## src/rtl/regfile_reader_if.sv

```systemverilog
// Handshake bundle for regfile_reader: dump request, register-file read ports
// and the output word stream with status pulses.
interface regfile_reader_if #(
    parameter int DW = 32
);
    logic          start;
    logic [4:0]    first_reg;
    logic [4:0]    last_reg;
    logic          abort;
    logic [4:0]    Rn1;
    logic [4:0]    Rn2;
    logic [DW-1:0] A;
    logic [DW-1:0] B;
    logic          out_valid;
    logic          out_ready;
    logic [DW-1:0] out_data;
    logic [4:0]    out_idx;
    logic          out_last;
    logic          busy;
    logic          done;
    logic          err;

    modport slave (
        input  start, first_reg, last_reg, abort, A, B, out_ready,
        output Rn1, Rn2, out_valid, out_data, out_idx, out_last, busy, done, err
    );

    modport master (
        output start, first_reg, last_reg, abort, A, B, out_ready,
        input  Rn1, Rn2, out_valid, out_data, out_idx, out_last, busy, done, err
    );
endinterface

```

## src/rtl/regfile_reader.sv

```systemverilog
// Streams register-file contents first_reg..last_reg, two reads per capture,
// through a 2-entry output FIFO with valid/ready handshake.
module regfile_reader #(
    parameter int DW = 32
) (
    input logic           Clock,
    input logic           Resetn,
    regfile_reader_if.slave bus
);
    typedef enum logic [1:0] {IDLE, FETCH, DRAIN, DONE} state_t;

    state_t        state;
    logic [4:0]    ptr;
    logic [4:0]    end_q;
    logic [1:0]    count;
    logic [DW-1:0] data_q [2];
    logic [4:0]    idx_q  [2];
    logic          last_q [2];
    logic          busy_q;
    logic          done_q;
    logic          err_q;

    logic       pop;
    logic       pair;
    logic       capture;
    logic       hits_end;
    logic [4:0] ptr_inc;

    // A capture only happens once the FIFO is effectively empty, so both
    // entries are always written from scratch and ptr+1 is never used past end.
    always_comb begin
        pop      = (count != 2'd0) && bus.out_ready;
        pair     = ptr < end_q;
        ptr_inc  = ptr + 5'd1;
        capture  = (state == FETCH) && ((count == 2'd0) || ((count == 2'd1) && pop));
        hits_end = !pair || (ptr_inc == end_q);
    end

    always_ff @(posedge Clock) begin
        if (!Resetn) begin
            state     <= IDLE;
            ptr       <= '0;
            end_q     <= '0;
            count     <= '0;
            data_q[0] <= '0;
            data_q[1] <= '0;
            idx_q[0]  <= '0;
            idx_q[1]  <= '0;
            last_q[0] <= 1'b0;
            last_q[1] <= 1'b0;
            busy_q    <= 1'b0;
            done_q    <= 1'b0;
            err_q     <= 1'b0;
        end else begin
            done_q <= 1'b0;
            err_q  <= 1'b0;
            case (state)
                IDLE: begin
                    if (bus.start) begin
                        if (bus.first_reg <= bus.last_reg) begin
                            ptr    <= bus.first_reg;
                            end_q  <= bus.last_reg;
                            state  <= FETCH;
                            busy_q <= 1'b1;
                        end else begin
                            err_q <= 1'b1;
                        end
                    end
                end
                FETCH, DRAIN: begin
                    if (bus.abort) begin
                        state  <= IDLE;
                        count  <= '0;
                        busy_q <= 1'b0;
                    end else if (capture) begin
                        data_q[0] <= bus.A;
                        idx_q[0]  <= ptr;
                        last_q[0] <= (ptr == end_q);
                        data_q[1] <= bus.B;
                        idx_q[1]  <= ptr_inc;
                        last_q[1] <= (ptr_inc == end_q);
                        count     <= pair ? 2'd2 : 2'd1;
                        ptr       <= pair ? (ptr + 5'd2) : ptr_inc;
                        if (hits_end) begin
                            state <= DRAIN;
                        end
                    end else if (pop) begin
                        data_q[0] <= data_q[1];
                        idx_q[0]  <= idx_q[1];
                        last_q[0] <= last_q[1];
                        count     <= count - 2'd1;
                        if ((state == DRAIN) && last_q[0]) begin
                            state  <= DONE;
                            done_q <= 1'b1;
                        end
                    end
                end
                DONE: begin
                    state  <= IDLE;
                    busy_q <= 1'b0;
                end
                default: begin
                    state  <= IDLE;
                    busy_q <= 1'b0;
                end
            endcase
        end
    end

    assign bus.Rn1       = (state == FETCH) ? ptr : '0;
    assign bus.Rn2       = (state == FETCH) ? (pair ? ptr_inc : ptr) : '0;
    assign bus.out_valid = (count != 2'd0);
    assign bus.out_data  = data_q[0];
    assign bus.out_idx   = idx_q[0];
    assign bus.out_last  = last_q[0];
    assign bus.busy      = busy_q;
    assign bus.done      = done_q;
    assign bus.err       = err_q;
endmodule

```

## src/flat_wrapper.sv

```systemverilog
// flat-port wrapper written by rule: the top's interface ports become plain ports
module regfile_reader_flat 
#(
    parameter int DW = 32
)
  (Clock, Resetn, bus_start, bus_first_reg, bus_last_reg, bus_abort, bus_A, bus_B, bus_out_ready, bus_Rn1, bus_Rn2, bus_out_valid, bus_out_data, bus_out_idx, bus_out_last, bus_busy, bus_done, bus_err);
  regfile_reader_if #(.DW(DW)) bus_i ();
  input logic Clock;
  input logic Resetn;
  input wire logic [$bits(bus_i.start)-1:0] bus_start;
  input wire logic [$bits(bus_i.first_reg)-1:0] bus_first_reg;
  input wire logic [$bits(bus_i.last_reg)-1:0] bus_last_reg;
  input wire logic [$bits(bus_i.abort)-1:0] bus_abort;
  input wire logic [$bits(bus_i.A)-1:0] bus_A;
  input wire logic [$bits(bus_i.B)-1:0] bus_B;
  input wire logic [$bits(bus_i.out_ready)-1:0] bus_out_ready;
  output wire logic [$bits(bus_i.Rn1)-1:0] bus_Rn1;
  output wire logic [$bits(bus_i.Rn2)-1:0] bus_Rn2;
  output wire logic [$bits(bus_i.out_valid)-1:0] bus_out_valid;
  output wire logic [$bits(bus_i.out_data)-1:0] bus_out_data;
  output wire logic [$bits(bus_i.out_idx)-1:0] bus_out_idx;
  output wire logic [$bits(bus_i.out_last)-1:0] bus_out_last;
  output wire logic [$bits(bus_i.busy)-1:0] bus_busy;
  output wire logic [$bits(bus_i.done)-1:0] bus_done;
  output wire logic [$bits(bus_i.err)-1:0] bus_err;
  assign bus_i.start = bus_start;
  assign bus_i.first_reg = bus_first_reg;
  assign bus_i.last_reg = bus_last_reg;
  assign bus_i.abort = bus_abort;
  assign bus_i.A = bus_A;
  assign bus_i.B = bus_B;
  assign bus_i.out_ready = bus_out_ready;
  assign bus_Rn1 = bus_i.Rn1;
  assign bus_Rn2 = bus_i.Rn2;
  assign bus_out_valid = bus_i.out_valid;
  assign bus_out_data = bus_i.out_data;
  assign bus_out_idx = bus_i.out_idx;
  assign bus_out_last = bus_i.out_last;
  assign bus_busy = bus_i.busy;
  assign bus_done = bus_i.done;
  assign bus_err = bus_i.err;
  regfile_reader #(.DW(DW)) u_core (.Clock(Clock), .Resetn(Resetn), .bus(bus_i));
endmodule
```

## config.mk

```make
export PLATFORM = sky130hd
export DESIGN_NAME = regfile_reader_flat
export DESIGN_NICKNAME = d
export VERILOG_FILES = /design/src/rtl/regfile_reader_if.sv /design/src/rtl/regfile_reader.sv /design/src/flat_wrapper.sv
export SDC_FILE = /design/constraint.sdc
export NUM_CORES = 1
export LEC_CHECK = 0
export CORE_MARGIN = 1.5
export CORE_UTILIZATION = 49
export CTS_BUF_LIST = sky130_fd_sc_hd__clkbuf_8
export DETAILED_ROUTE_END_ITERATION = 6
export PLACE_DENSITY = 0.82
export SLEW_MARGIN = 15
export SYNTH_ARGS = -nofsm -noshare
export SYNTH_HDL_FRONTEND = slang
export SYNTH_SLANG_ARGS = --single-unit
```

## constraint.sdc

```tcl
create_clock -name Clock -period 3.93 [get_ports Clock]
set_clock_uncertainty 0.2 [all_clocks]
set_input_delay 0.393 -clock Clock [delete_from_list [all_inputs] [get_ports Clock]]
set_output_delay 0.393 -clock Clock [all_outputs]
set_load 0.02 [all_outputs]
```

# After elaboration in Yosys (flattened, before gate mapping)
# Memories as Yosys holds them, arrays and structs flattened.
# Index checks and enable logic that the tools add are counted.
# Widths: inputs -> output; s select.
# totals
regBits	17
output_inout_bits	52
wordCells	109
mem_bits_rw	76
n_memories	3
# memory_table
name	depth	word_bits	read_ports	rd_ports_with_merged_regs	write_ports	line_no	text
u_core.data_q	2	32	2	0	2	regfile_reader.sv:16	logic [DW-1:0] data_q [2];
u_core.idx_q	2	5	2	0	2	regfile_reader.sv:17	logic [4:0] idx_q [2];
u_core.last_q	2	1	2	0	2	regfile_reader.sv:18	logic last_q [2];
# classes
bitwise	12
order_cmp	2
n_mux	48
addsub	3
n_reduce_logical	20
eq_ne	14
# ops
op	n
$mux 32	3
$mux 5	11
$mux 2	11
$mux 1	20
$eq 5x5->1	2
$pmux 5 s2	1
$reduce_and 5->1	2
$or 1x1->1	9
$reduce_and 3->1	3
$ne 4x2->1 const B	2
$ne 2x2->1 const B	3
$pmux 2 s3	1
$add 5x1->5 const B	1
$add 5x2->5 const B	1
$le 5x5->1	1
$lt 5x5->1	1
$reduce_or 5->1	1
$eq 2x1->1 const B	2
$eq 2x2->1 const B	2
$logic_and 1x1->1	4
$logic_not 2->1	2
$ne 2x1->1 const B	2
$ne 4x4->1 const B	1
$reduce_bool 2->1	2
other kinds (8)	11

# Depth between registers and ports, before layout
# Gate-level depths: netlist of run 1.
# depth
word_depth	12
mapped_depth	9

# Worst setup path after synthesis of run 1
# No wires, ideal clock.
# synth_path
path_kind	register -> register
start	register u_core.state[0]
end	memory u_core.data_q[0][0], enable pin
arrival_ns	2.851
path_slack_ns	0.435
setup_ns	0.444
path_stages_with_launch	6
path_cell_list	dfxtp_1 inv_1 ha_1 buf_4 nand2b_1 o211ai_1
# synth_rtl
element	line_no	text
start: declaration	regfile_reader.sv:12	state_t state;
start signal: assignment	regfile_reader.sv:41	state <= IDLE;
start signal: assignment	regfile_reader.sv:63	state <= FETCH;
start signal: assignment	regfile_reader.sv:72	state <= IDLE;
end: declaration	regfile_reader.sv:16	

# Final worst setup path of run 1
# layout_path
start	register u_core.ptr[4]
end	output bus_Rn2[4]
# layout_between
elab_chain_len	3
# layout_rtl
element	line_no	text
start: declaration	regfile_reader.sv:13	logic [4:0] ptr;
start signal: assignment	regfile_reader.sv:61	ptr <= bus.first_reg;
start signal: assignment	regfile_reader.sv:83	ptr <= pair ? (ptr + 5'd2) : ptr_inc;
$add 5x1->5 / $lt 5x5->1 (equally long branches)	regfile_reader.sv:34, regfile_reader.sv:33	
$mux 5 (*) (2 in a row)	regfile_reader.sv:111	assign bus.Rn2 = (state == FETCH) ? (pair ? ptr_inc : ptr) : '0;
end: declaration	flat_wrapper.sv:18	output wire logic [$bits(bus_i.Rn2)-1:0] bus_Rn2;
# Every way passes the cells marked *; elsewhere a longest branch is shown, timed or not.

==> results of run 1 <==
## routing by layer
metal	GRT usage	wire, um	part of all wire
met1	0.2965	4467	0.42
met4	0.1121	325	0.031
met3	0.03901	670	0.063
met2	0.3702	5098	0.48
met5	0	0	0
## sequential cells by signal (all words and copies together), names as in the netlist
signal and flops:
u_core.idx_q 10, u_core.bus.busy 1, u_core.end_q 5, u_core.state 2, u_core.count 2, u_core.bus.done 1, u_core.last_q 2, u_core.bus.err 1
u_core.data_q 64, u_core.ptr 5
## power by group
group          switching (mW)  internal, mW
Clock                   0.333         0.355
Sequential             0.0974          1.20
Combinational           0.650         0.478
## kinds of logic after synthesis
| group | count (synthesis) | synth area share |
|---|---|---|
| AOI/OAI and AO/OA | 90 | 0.1489 |
| xor gates and xnor gates | 8 | 0.02175 |
| adders and majority gates | 19 | 0.05297 |
| buffers and inverters | 39 | 0.03959 |
| DFF | 93 | 0.5843 |
| muxes | 5 | 0.01143 |
| and+or+nand+nor | 115 | 0.1411 |
## synthesized netlist by cell type (5+ instances only)
| master | number |
|---|---|
| edfxtp_1 | 76 |
| inv_1 | 18 |
| nor3_1 | 5 |
| ha_1 | 19 |
| clkbuf_1 | 7 |
| a21oi_1 | 14 |
| nand4_1 | 5 |
| dfxtp_1 | 17 |
| o21ai_0 | 13 |
| and2_1 | 41 |
| nand3_1 | 11 |
| nand2_1 | 23 |
| nor2_1 | 15 |
| buf_2 | 7 |
| a22o_1 | 36 |
## stage by stage
step | setup slack (ps) | hold slack (ps) | total power, mW | cell area (um2) | util
final | 271.2 | 274.1 | 3.112 | 6085 | 0.6910
after global routing | 66.85 | 302.5 | 3.276 | 6085 | 0.6910
after detailed placement | 679.4 | 259.9 | 2.435 | 5873 | 0.6670
after global placement | 773.5 | 249.7 | 2.400 | 5873 | 0.6670
after floorplan | 435.0 | 236.3 | 2.043 | 4488 | -
after CTS | 261.3 | 271.5 | 3.119 | 6085 | 0.6910
## final cells by class
cell class	instances	share of cell area
Clock buffer	9	0.02036
Clock inverter	6	0.01439
Inverter	19	0.01172
Multi-Input combinational cell	237	0.2782
Sequential cell	93	0.4310
Tap cell	108	0.02221
Timing Repair Buffer	135	0.2221
## how the worst max path moves through the flow
| stage | startpoint | endpoint | slack (ps) | cells after the start |
|---|---|---|---|---|
| after floorplan | u_core.state[0]$_SDFFE_PN0P_ | u_core.data_q[0][0]$_DFFE_PP_ | 430 | 5 |
| after global placement | u_core.ptr[3]$_SDFFE_PN0P_ | bus_Rn2[4] | 770 | 7 |
| after detailed placement | u_core.ptr[3]$_SDFFE_PN0P_ | bus_Rn2[3] | 680 | 7 |
| after CTS | u_core.ptr[3]$_SDFFE_PN0P_ | bus_Rn2[3] | 260 | 7 |
| after global routing | u_core.ptr[4]$_SDFFE_PN0P_ | bus_Rn2[3] | 70 | 7 |
| final | u_core.ptr[4]$_SDFFE_PN0P_ | bus_Rn2[4] | 270 | 7 |
## worst max-delay path: stages (launching register included)
cell	delay [ps]
dfxtp_1	560
ha_1	340
a21oi_1	150
o221a_2	260
inv_1	190
or3_1	390
a21boi_0	180
clkdlybuf4s50_1	620
==> flow_metrics.env, run 1 <==
export IMPL_run_status="complete, but fails checks"
export IMPL_violations="DRC"
export IMPL_rsz0062_at_grt="false"
export IMPL_drv_slew=0
export IMPL_antenna_found_initial=0
export IMPL_netlist_area_um2=4488
export IMPL_hpwlAfterDp_mm=7.623
export IMPL_ys_ff_latch=93
export IMPL_wl_per_cell_um=17.40
export IMPL_clk_latency_ps=360
export IMPL_first_pass_iters=7
export IMPL_portBuffers=130
export IMPL_antenna_cells=0
export IMPL_hold_path_end="u_core.count[1]$_SDFFE_PN0P_"
export IMPL_cts_resized=0
export IMPL_cp_arrival_ps=3070
export IMPL_layout_nets=593
export IMPL_relSlewSlack=0.5758
export IMPL_stdcell_count=607
export IMPL_p_leak_nw=2.285
export IMPL_async_reset_ff_frac=0
export IMPL_cts_tree="yes"
export IMPL_cts_clk_slew_worst_paths_ps=90
export IMPL_critPathCaptureType="output port"
export IMPL_yosys_warnings=0
export IMPL_cts_sinks=93
export IMPL_wl_mm=10.56
export IMPL_fin_setup_tns_ps=0
export IMPL_nFillCells=638
export IMPL_min_path_type="reg2reg"
export IMPL_mostFrequentLayoutCells="clkdlybuf4s50_1 (130), edfxtp_1 (76), and2_1 (41)"
export IMPL_dieHeight_um=98.71
export IMPL_cts_root_buf="clkbuf_8"
export IMPL_hold_depth=2
export IMPL_syn2layout_area_growth_pct=35.57
export IMPL_min_from="u_core.count[1]$_SDFFE_PN0P_"
export IMPL_seqCellArea_um2=2623
export IMPL_cp_max_fo=13
export IMPL_multiInputGateArea_um2=1693
export IMPL_syn_num_nets=467
export IMPL_gp_congestion=0.9054
export IMPL_synth_area_leader_cell="edfxtp_1"
export IMPL_drt_vias_per_instance=5.618
export IMPL_dr_first_iter_drc_count=224
export IMPL_holdBufCountCts=0
export IMPL_ant_nets=0
export IMPL_die_w_um=98.71
export IMPL_r2r_slack_ps=1150
export IMPL_io_pins=131
export IMPL_fin_crit_ps=3659
export IMPL_tightest_slew_ps=632.0
export IMPL_powerDensity_nw_per_um2=511.4
export IMPL_r2r_start="u_core.state[0]$_SDFFE_PN0P_"
export IMPL_grt_total_usage=0.2273
export IMPL_drc=11
export IMPL_final_common_cell="clkdlybuf4s50_1"
export IMPL_placed_cells=592
export IMPL_maxCapViolCount=0
export IMPL_r2r_end="u_core.data_q[0][14]$_DFFE_PP_"
export IMPL_hold_viol=0
export IMPL_peakVddDrop_uv=272.0
export IMPL_synth_ff_type="edfxtp_1"
export IMPL_synth_cell_types=49
export IMPL_clockBufferDepth=2
export IMPL_synth_cells=369
export IMPL_num_vias=3410
export IMPL_synthTopCellsByArea="edfxtp_1 (51%), dfxtp_1 (7.6%), a22o_1 (7.0%)"
export IMPL_core_rowCount=34
export IMPL_initial_core_util=0.5097
export IMPL_max_freq_mhz=273.3
export IMPL_netlist_area_leader_share=0.5085
export IMPL_grt_max_degree=59
export IMPL_core_area_um2=8806
export IMPL_dieArea_um2=9743
export IMPL_synth_edff_count=76
export IMPL_grt_pass1_wl_mm=16.97
export IMPL_overflow=0
export IMPL_drive_gt1_frac=0.05411
export IMPL_yosysSeqAreaShare=0.5843
export IMPL_start_kind="flip-flop"
export IMPL_grt_pass1_vias=3345
export IMPL_setup_viol=0
export IMPL_reg2reg_depth=6
export IMPL_post_cts_setup_buffers=0
export IMPL_postSynthAreaPerCell_um2=12.16
export IMPL_crit_type="reg2out"
export IMPL_required_ps=3340
export IMPL_cts_buffers=9
export IMPL_finalCritPeriodShare=0.9310
export IMPL_h_tree_depth=3
No activity file was read; power rests on OpenSTA's default activity.
==> inputs of run 2 (changes only) <==
- CTS_CLUSTER_DIAMETER: unset -> 30
==> results of run 2 <==
No change in the layout: final DEF, timing and power equal those of run 1.
==> inputs of run 3 (changes only) <==
- CORE_UTILIZATION: 49 -> 51
- DONT_BUFFER_PORTS: unset -> 1
- PLACE_DENSITY: 0.82 -> 0.66
==> flow_metrics.env, run 3 (same netlist as run 1, synthesis figures left out) <==
export IMPL_run_status="complete, no violations"
export IMPL_hold_viol=0
export IMPL_start_kind="flip-flop"
export IMPL_fin_setup_tns_ps=0
export IMPL_dieArea_um2=9372
export IMPL_cts_buffers=9
export IMPL_overflow=0
export IMPL_drive_gt1_frac=0.07979
export IMPL_crit_type="reg2out"
export IMPL_r2r_slack_ps=1080
export IMPL_final_common_cell="edfxtp_1"
export IMPL_cp_max_fo=13
export IMPL_syn2layout_area_growth_pct=7.778
export IMPL_p_seq_frac=0.467
export IMPL_min_path_type="in2reg"
export IMPL_initial_core_util=0.5197
export IMPL_r2r_start="u_core.state[1]$_SDFFE_PN0P_"
export IMPL_grt_pass1_vias=2873
export IMPL_wl_mm=9.161
export IMPL_core_rowCount=34
export IMPL_finalInstanceArea_um2=4837
export IMPL_multiInputGateArea_um2=1695
export IMPL_grt_pass1_wl_mm=14.74
export IMPL_r2r_end="u_core.data_q[0][23]$_DFFE_PP_"
export IMPL_clk_latency_ps=360
export IMPL_fin_ws_ps=530.8
export IMPL_required_ps=3340
export IMPL_antenna_cells=0
export IMPL_dp_slack_ps=957.1
export IMPL_largest_register_ffs=64
export IMPL_first_pass_iters=4
export IMPL_ant_nets=0
export IMPL_holdBufCountCts=6
export IMPL_tightest_slew_ps=697.8
export IMPL_io_pins=131
export IMPL_die_w_um=96.81
export IMPL_fin_crit_ps=3399
export IMPL_whs_ps=20.94
export IMPL_dieHeight_um=96.81
export IMPL_relSlewSlack=0.5306
export IMPL_portBuffers=0
export IMPL_p_leak_nw=1.815
export IMPL_core_area_um2=8636
export IMPL_peakVddDrop_uv=240.8
export IMPL_max_freq_mhz=294.2
export IMPL_cts_sinks=93
export IMPL_largest_register="u_core.data_q"
export IMPL_seqCellArea_um2=2623
export IMPL_finalCritPeriodShare=0.8649
export IMPL_num_vias=2914
export IMPL_antenna_found_initial=0
export IMPL_reg2reg_depth=7
export IMPL_cts_tree="yes"
export IMPL_clock_power_share=0.235
export IMPL_setup_viol=0
export IMPL_drv_slew=0
export IMPL_maxCapViolCount=0
export IMPL_place_area_um2=4562
export IMPL_powerDensity_nw_per_um2=600.5
export IMPL_rsz0062_at_grt="false"
export IMPL_cts_resized=0
export IMPL_critPathCaptureType="output port"
export IMPL_critPathLaunch="u_core.ptr[2]$_SDFFE_PN0P_"
export IMPL_grt_max_degree=60
export IMPL_cp_arrival_ps=2810
export IMPL_gp_congestion=0.8992
export IMPL_nFillCells=713
export IMPL_reg_largest_list="u_core.data_q: 64 flops, u_core.idx_q: 10 flops"
export IMPL_clockBufferDepth=2
export IMPL_crit_path_end="bus_Rn2[3]"
export IMPL_drt_vias_per_instance=6.021
export IMPL_post_cts_setup_buffers=0
export IMPL_dr_first_iter_drc_count=191
export IMPL_power_switching_mw=1.083
export IMPL_cts_clk_slew_worst_paths_ps=110
export IMPL_cts_root_buf="clkbuf_8"
export IMPL_mostFrequentLayoutCells="edfxtp_1 (76), and2_1 (41), a22o_1 (36)"
export IMPL_combPwrFrac=0.298
export IMPL_layout_nets=469
export IMPL_p_int_mw=1.821
export IMPL_wl_per_cell_um=18.93
export IMPL_grt_total_usage=0.1981
export IMPL_power_mw=2.905
export IMPL_drc=0
export IMPL_h_tree_depth=3
export IMPL_hpwlAfterDp_mm=6.437
export IMPL_sw_frac_of_total=0.3730
run 3: worst max-delay path, cell delays in order, from the launching register on:
cell and delay, ps:
dfxtp_1 550, ha_1 320, a21oi_1 160, o221a_2 280
inv_1 190, or3_1 390, a21boi_0 560
run 3: worst min-delay path by stage:
stage	to	cells after the start	slack (ps)	start
final	u_core.data_q[1][11]$_SDFFCE_PP0P_	1	20	bus_B[11]
after floorplan	u_core.count[1]$_SDFFE_PN0P_	2	240	u_core.count[1]$_SDFFE_PN0P_
after global routing	u_core.data_q[1][11]$_SDFFCE_PP0P_	1	1	bus_B[11]
after CTS	u_core.ptr[2]$_SDFFE_PN0P_	2	6	bus_first_reg[2]
after global placement	u_core.count[1]$_SDFFE_PN0P_	2	250	u_core.count[1]$_SDFFE_PN0P_
after detailed placement	u_core.count[1]$_SDFFE_PN0P_	2	270	u_core.count[1]$_SDFFE_PN0P_
run 3: layer usage:
| metal | track usage | part of all wire |
|---|---|---|
| met5 | 0 | 0 |
| met4 | 0.07246 | 0.017 |
| met3 | 0.05708 | 0.083 |
| met2 | 0.3131 | 0.48 |
| met1 | 0.2608 | 0.42 |
run 3: power groups by stage:
stage	clock, mW	sequential [mW]	combinational, mW
5_1_grt	0.738	1.37	0.952
2_1_floorplan	0	1.33	0.715
4_1_cts	0.696	1.36	0.855
6_report	0.681	1.36	0.867
3_3_place_gp	0	1.37	0.829
3_5_place_dp	0	1.38	0.845
run 3: layout make-up:
cell class | instances | share of cell area
inverters | 19 | 0.01474
well taps | 108 | 0.02794
multi-input cells | 237 | 0.3505
clock inverters | 7 | 0.01888
clock buffers | 9 | 0.02561
flip-flops and latches | 93 | 0.5422
repair buffers | 11 | 0.02018
run 3: through the flow:
step	cells	util
4_1_cts	484	0.5601
5_1_grt	484	0.5601
3_5_place_dp	462	0.5283
6_report	484	0.5601
2_1_floorplan	369	-
3_3_place_gp	462	0.5283
==> RTL change 1, RTL diff (config.mk and constraints of run 2) <==
`DW` is set to 32 in 3 places; all go to 64.
--- a/src/rtl/regfile_reader_if.sv
+++ b/src/rtl/regfile_reader_if.sv
@@ -3,3 +3,3 @@
 interface regfile_reader_if #(
-    parameter int DW = 32
+    parameter int DW = 64
 );
--- a/src/rtl/regfile_reader.sv
+++ b/src/rtl/regfile_reader.sv
@@ -3,3 +3,3 @@
 module regfile_reader #(
-    parameter int DW = 32
+    parameter int DW = 64
 ) (
--- a/src/flat_wrapper.sv
+++ b/src/flat_wrapper.sv
@@ -3,3 +3,3 @@
 #(
-    parameter int DW = 32
+    parameter int DW = 64
 )
Interface: changed (resized bus_A, bus_B and bus_out_data); port bits go from 131 to 227. No check against the original RTL was run, so the function may have changed too.
==> RTL change 1 against run 2 <==
  * Sequential power grew 67%
  * Die area is 56% higher
  * Wire length rose by 64%
  * Cell area is 61% higher
  * First-iteration DRC count increased by 110%
  * Sequential cell count increased by 64
  * Area after synthesis up 58%
  * Via count grew 46%
  * Synthesized cell count is 39% higher
  * Total power rose by 57%
  * Setup slack got worse by 0.0058 ns
  * Utilization increased by 1.1 points
==> RTL change 1: results (changes against run 2) <==
[outcome]
status = finished, final reports clean

[timing]
worstMarginPinSlew_ns = 0.925  ; +0.293 ns

[global_routing]
use_met1 = 0.273  ; -0.0237
grt_pass1_wl_um = 25500  ; +50%
grt_usage = 0.227  ; -0.000726
grt_pass1_vias = 4816  ; +44%
grt_max_degree = 98  ; +66%
grt_use_met2 = 0.375  ; +0.00446
grt_use_met3 = 0.0743  ; +0.0353

[clocking]
cts_buffers = 17  ; +8
clk_latency_ns = 0.45  ; +0.09 ns
cts_buffer_depth = 2  ; unchanged
h-tree-depth = 4  ; +1

[drt]
drtIter0Drc = 461  ; +110%
dr_wl_met3_um = 1510  ; +130%
wl_met2_um = 8600  ; +69%
met1_length_um = 6800  ; +52%
vias = 4978  ; +46%
drt_pre_antenna_iters = 4  ; -3
route.detailed.wl_per_inst_um = 18.8  ; +8.0%

[worst_setup_path]
critPathSlowestCell = dfxtp_1
slowest_delay_ns = 0.65  ; +0.03 ns

[placed_design]
hpwl_um = 12400  ; +62%
io_buffers = 226  ; +74%
placed_area_um2 = 9420  ; +60%
gp_congestion = 0.826  ; -8.8%

[synth]
yosysSeqAreaShare = 0.640  ; +0.0556
synth-edff-count = 140  ; +84%
synthDistinctLibCells = 55  ; +12%
yosys_warnings = 0  ; unchanged
syn_nets = 675  ; +45%
synth_top_cells_by_count = edfxtp_1, and2_1, a22o_1, nand2_1, ha_1
synth_area_leaders = edfxtp_1, a22o_1, and2_1

[worst_hold_path]
whs_path_depth = 2  ; unchanged

[finish]
largestRegisters = u_core.data_q: 128 flops, u_core.idx_q: 10 flops
drive_gt1_frac = 0.0726  ; +0.0185
fin_nets = 893  ; +51%
fillers = 972  ; +52%

[power_and_ir_drop]
leakage_nw = 3.63  ; +59%
vdd_drop_max_v = 0.000339  ; +25%

RTL change 1: cell count changes after synthesis, sizes merged, moves of 2 or more:
cell,delta
edfxtp,+64
clkbuf,+2
and2,+32
a21oi,+3
a22o,+32
buf,+10
RTL change 1: through the flow:
step	std cells	setup WS, ns	hold slack [ns]
floorplan	513	0.240	0.236
global placement	892	0.830	0.249
detailed placement	892	0.759	0.267
CTS	924	0.256	0.285
global route	924	0.0748	0.297
finish	924	0.265	0.285
RTL change 1: final timing paths:
path / slack, ns / startpoint / to
max: 0.27 / u_core.ptr[3] / bus_Rn2[3]
min reg2reg: 0.28 / u_core.count[1] / u_core.count[1]
min: 0.28 / u_core.count[1] / u_core.count[1]
max reg2reg: 1.08 / u_core.state[1] / u_core.data_q[1][54]
RTL change 1: final cells by class:
cell class | instances | area [um2] | area share
repair buffers | 231 | 2340 | 0.238
clock inverters | 15 | 164 | 0.0167
well taps | 180 | 225 | 0.0229
clock buffers | 17 | 234 | 0.0238
flip-flops and latches | 157 | 4540 | 0.463
multi-input cells | 305 | 2240 | 0.228
inverters | 19 | 73.8 | 0.00752
RTL change 1: power by group:
group	switching (W)	internal [W]	total (W)
Sequential	0.000124	0.00205	0.00217
Clock	0.000620	0.000574	0.00119
Combinational	0.000842	0.000667	0.00151
Total	0.00159	0.00329	0.00488
RTL change 1: cells by family after synthesis:
| family | share of synthesized area |
|---|---|
| AO/OA/AOI/OAI | 0.141 |
| XOR/XNOR | 0.0137 |
| adder cells (fa/ha/maj) | 0.0335 |
| buffers and inverters | 0.0463 |
| flip-flops | 0.640 |
| multiplexers | 0.00423 |
| AND/OR/NAND/NOR | 0.121 |
RTL change 1: tightest hold or removal path: stages (launching register included):
cell and delay (ns):
dfxtp_1 0.33, nand2_1 0.06, a21oi_1 0.06
==> RTL change 2, RTL diff (flow settings as in run 2) <==
Made on the original files. Re-encode `state_t` (4 states) as one-hot, 4 bits wide.
--- a/src/rtl/regfile_reader.sv
+++ b/src/rtl/regfile_reader.sv
@@ -9,3 +9,3 @@
 );
-    typedef enum logic [1:0] {IDLE, FETCH, DRAIN, DONE} state_t;
+    typedef enum logic [3:0] {IDLE = 4'b0001, FETCH = 4'b0010, DRAIN = 4'b0100, DONE = 4'b1000} state_t;
 
Formal check against the unedited RTL: no difference found for any inputs over 4 cycles, from zero or initial values and one cycle with Resetn low; so few cycles prove little.
==> RTL change 2 against run 2 <==
  * Cell area down 1.2%
  * Critical path depth up 1
  * Wire length up 0.97%
  * Setup slack better by 0.0043 ns
  * Sequential share of layout area up 1.2 points
  * Utilization down 0.48 points
  * Area after synthesis down 0.47%
  * Sequential cell count up 2
  * Via count down 1.9%
  * Worst hold slack worse by 0.012 ns
Power is not compared: it rests on default switching activity, and its combinational part moved more than twofold at a synthesized area within 25%.
==> RTL change 2: results (changes against run 2) <==
[finish]
clk_share = 0.0310  ; -0.00375
fillers = 630  ; -1.3%
drive_gt1_frac = 0.0724  ; +0.0183
seqCellArea_um2 = 2660  ; +1.5%
multi_input_gates = 233  ; -1.7%
multiInputGateArea_um2 = 1620  ; -4.1%
non_clock_buffer_area_share = 0.223  ; +0.000552
fin_cells = 605  ; -0.33%
fin_nets = 586  ; -1.2%
inv_count = 18  ; -1

[timing]
fmax_mhz = 274  ; +0.12%
worstMarginPinSlew_ns = 0.918  ; +0.286 ns
timing.hold.ws_ns = 0.262  ; -0.0120 ns

[worst_setup_path]
worstPathArrival_ns = 3.06  ; about the same
crit_start = u_core.ptr[3]
crit_end = bus_Rn2[0]
cp_max_fo = 10  ; -3
rrSetupSlack_ns = 1.18  ; +0.03 ns
rr_worst_depth = 9  ; +3
reg2reg_from = u_core.ptr[3]

[synth]
synthDistinctLibCells = 55  ; +12%
yosysSeqAreaShare = 0.596  ; +0.0117
syn-mean-instance-area_um2 = 12.2  ; about the same
synth_area_leaders = edfxtp_1, dfxtp_1, a22o_1
syn_nets = 461  ; -1.3%
synth_seq_cells = 95  ; +2.2%
yosys_warnings = 0  ; unchanged
synth_top_cells_by_count = edfxtp_1, a22o_1, and3_1, nor2_1, nand2_1

[drt]
drtIter0Drc = 124  ; -45%
vias = 3346  ; -1.9%
drt_pre_antenna_iters = 4  ; -3
drt_wl_total_um = 10700  ; +0.97%

[outcome]
status = finished, final reports clean

[global_routing]
grt_use_met2 = 0.379  ; +0.00863
grt_usage = 0.228  ; +0.000840
use_met1 = 0.287  ; -0.00906
grt_max_degree = 43  ; -27%

[placed_design]
dp_slack_ns = 0.752  ; +0.0726 ns
io_buffers = 130  ; unchanged
gp_congestion = 0.884  ; -2.4%
hpwl_um = 7510  ; -1.4%

RTL change 2: cell count changes in the layout (fill, tap and decap cells not counted), sizes merged, moves of 4 or more:
cell,delta
nand4,-4
and3,+31
o21ai,-5
ha,-4
nand3,-7
nor2,+16
and2,-35
RTL change 2: per-stage QoR:
| stage | instance area [um2] | power, W | util |
|---|---|---|---|
| after global routing | 6010 | 0.00222 | 0.686 |
| after detailed placement | 5830 | 0.00153 | 0.665 |
| after CTS | 6010 | 0.00214 | 0.686 |
| after floorplan | 4470 | 0.00136 | - |
| after global placement | 5830 | 0.00152 | 0.665 |
| final | 6010 | 0.00213 | 0.686 |
RTL change 2: kinds of logic after synthesis:
family	after synthesis	share of synthesized area
simple gates	121	0.150
buf+inv	39	0.0412
flops	95	0.596
fa+ha+maj	15	0.0420
mux	3	0.00672
xor+xnor	10	0.0196
compound gates	84	0.145
RTL change 2: layer usage:
layer / vias up / wire length, um
met4: 0 / 216
li1: 1615 / -
met2: 129 / 5160
met1: 1588 / 4530
met5: - / 0
met3: 14 / 761
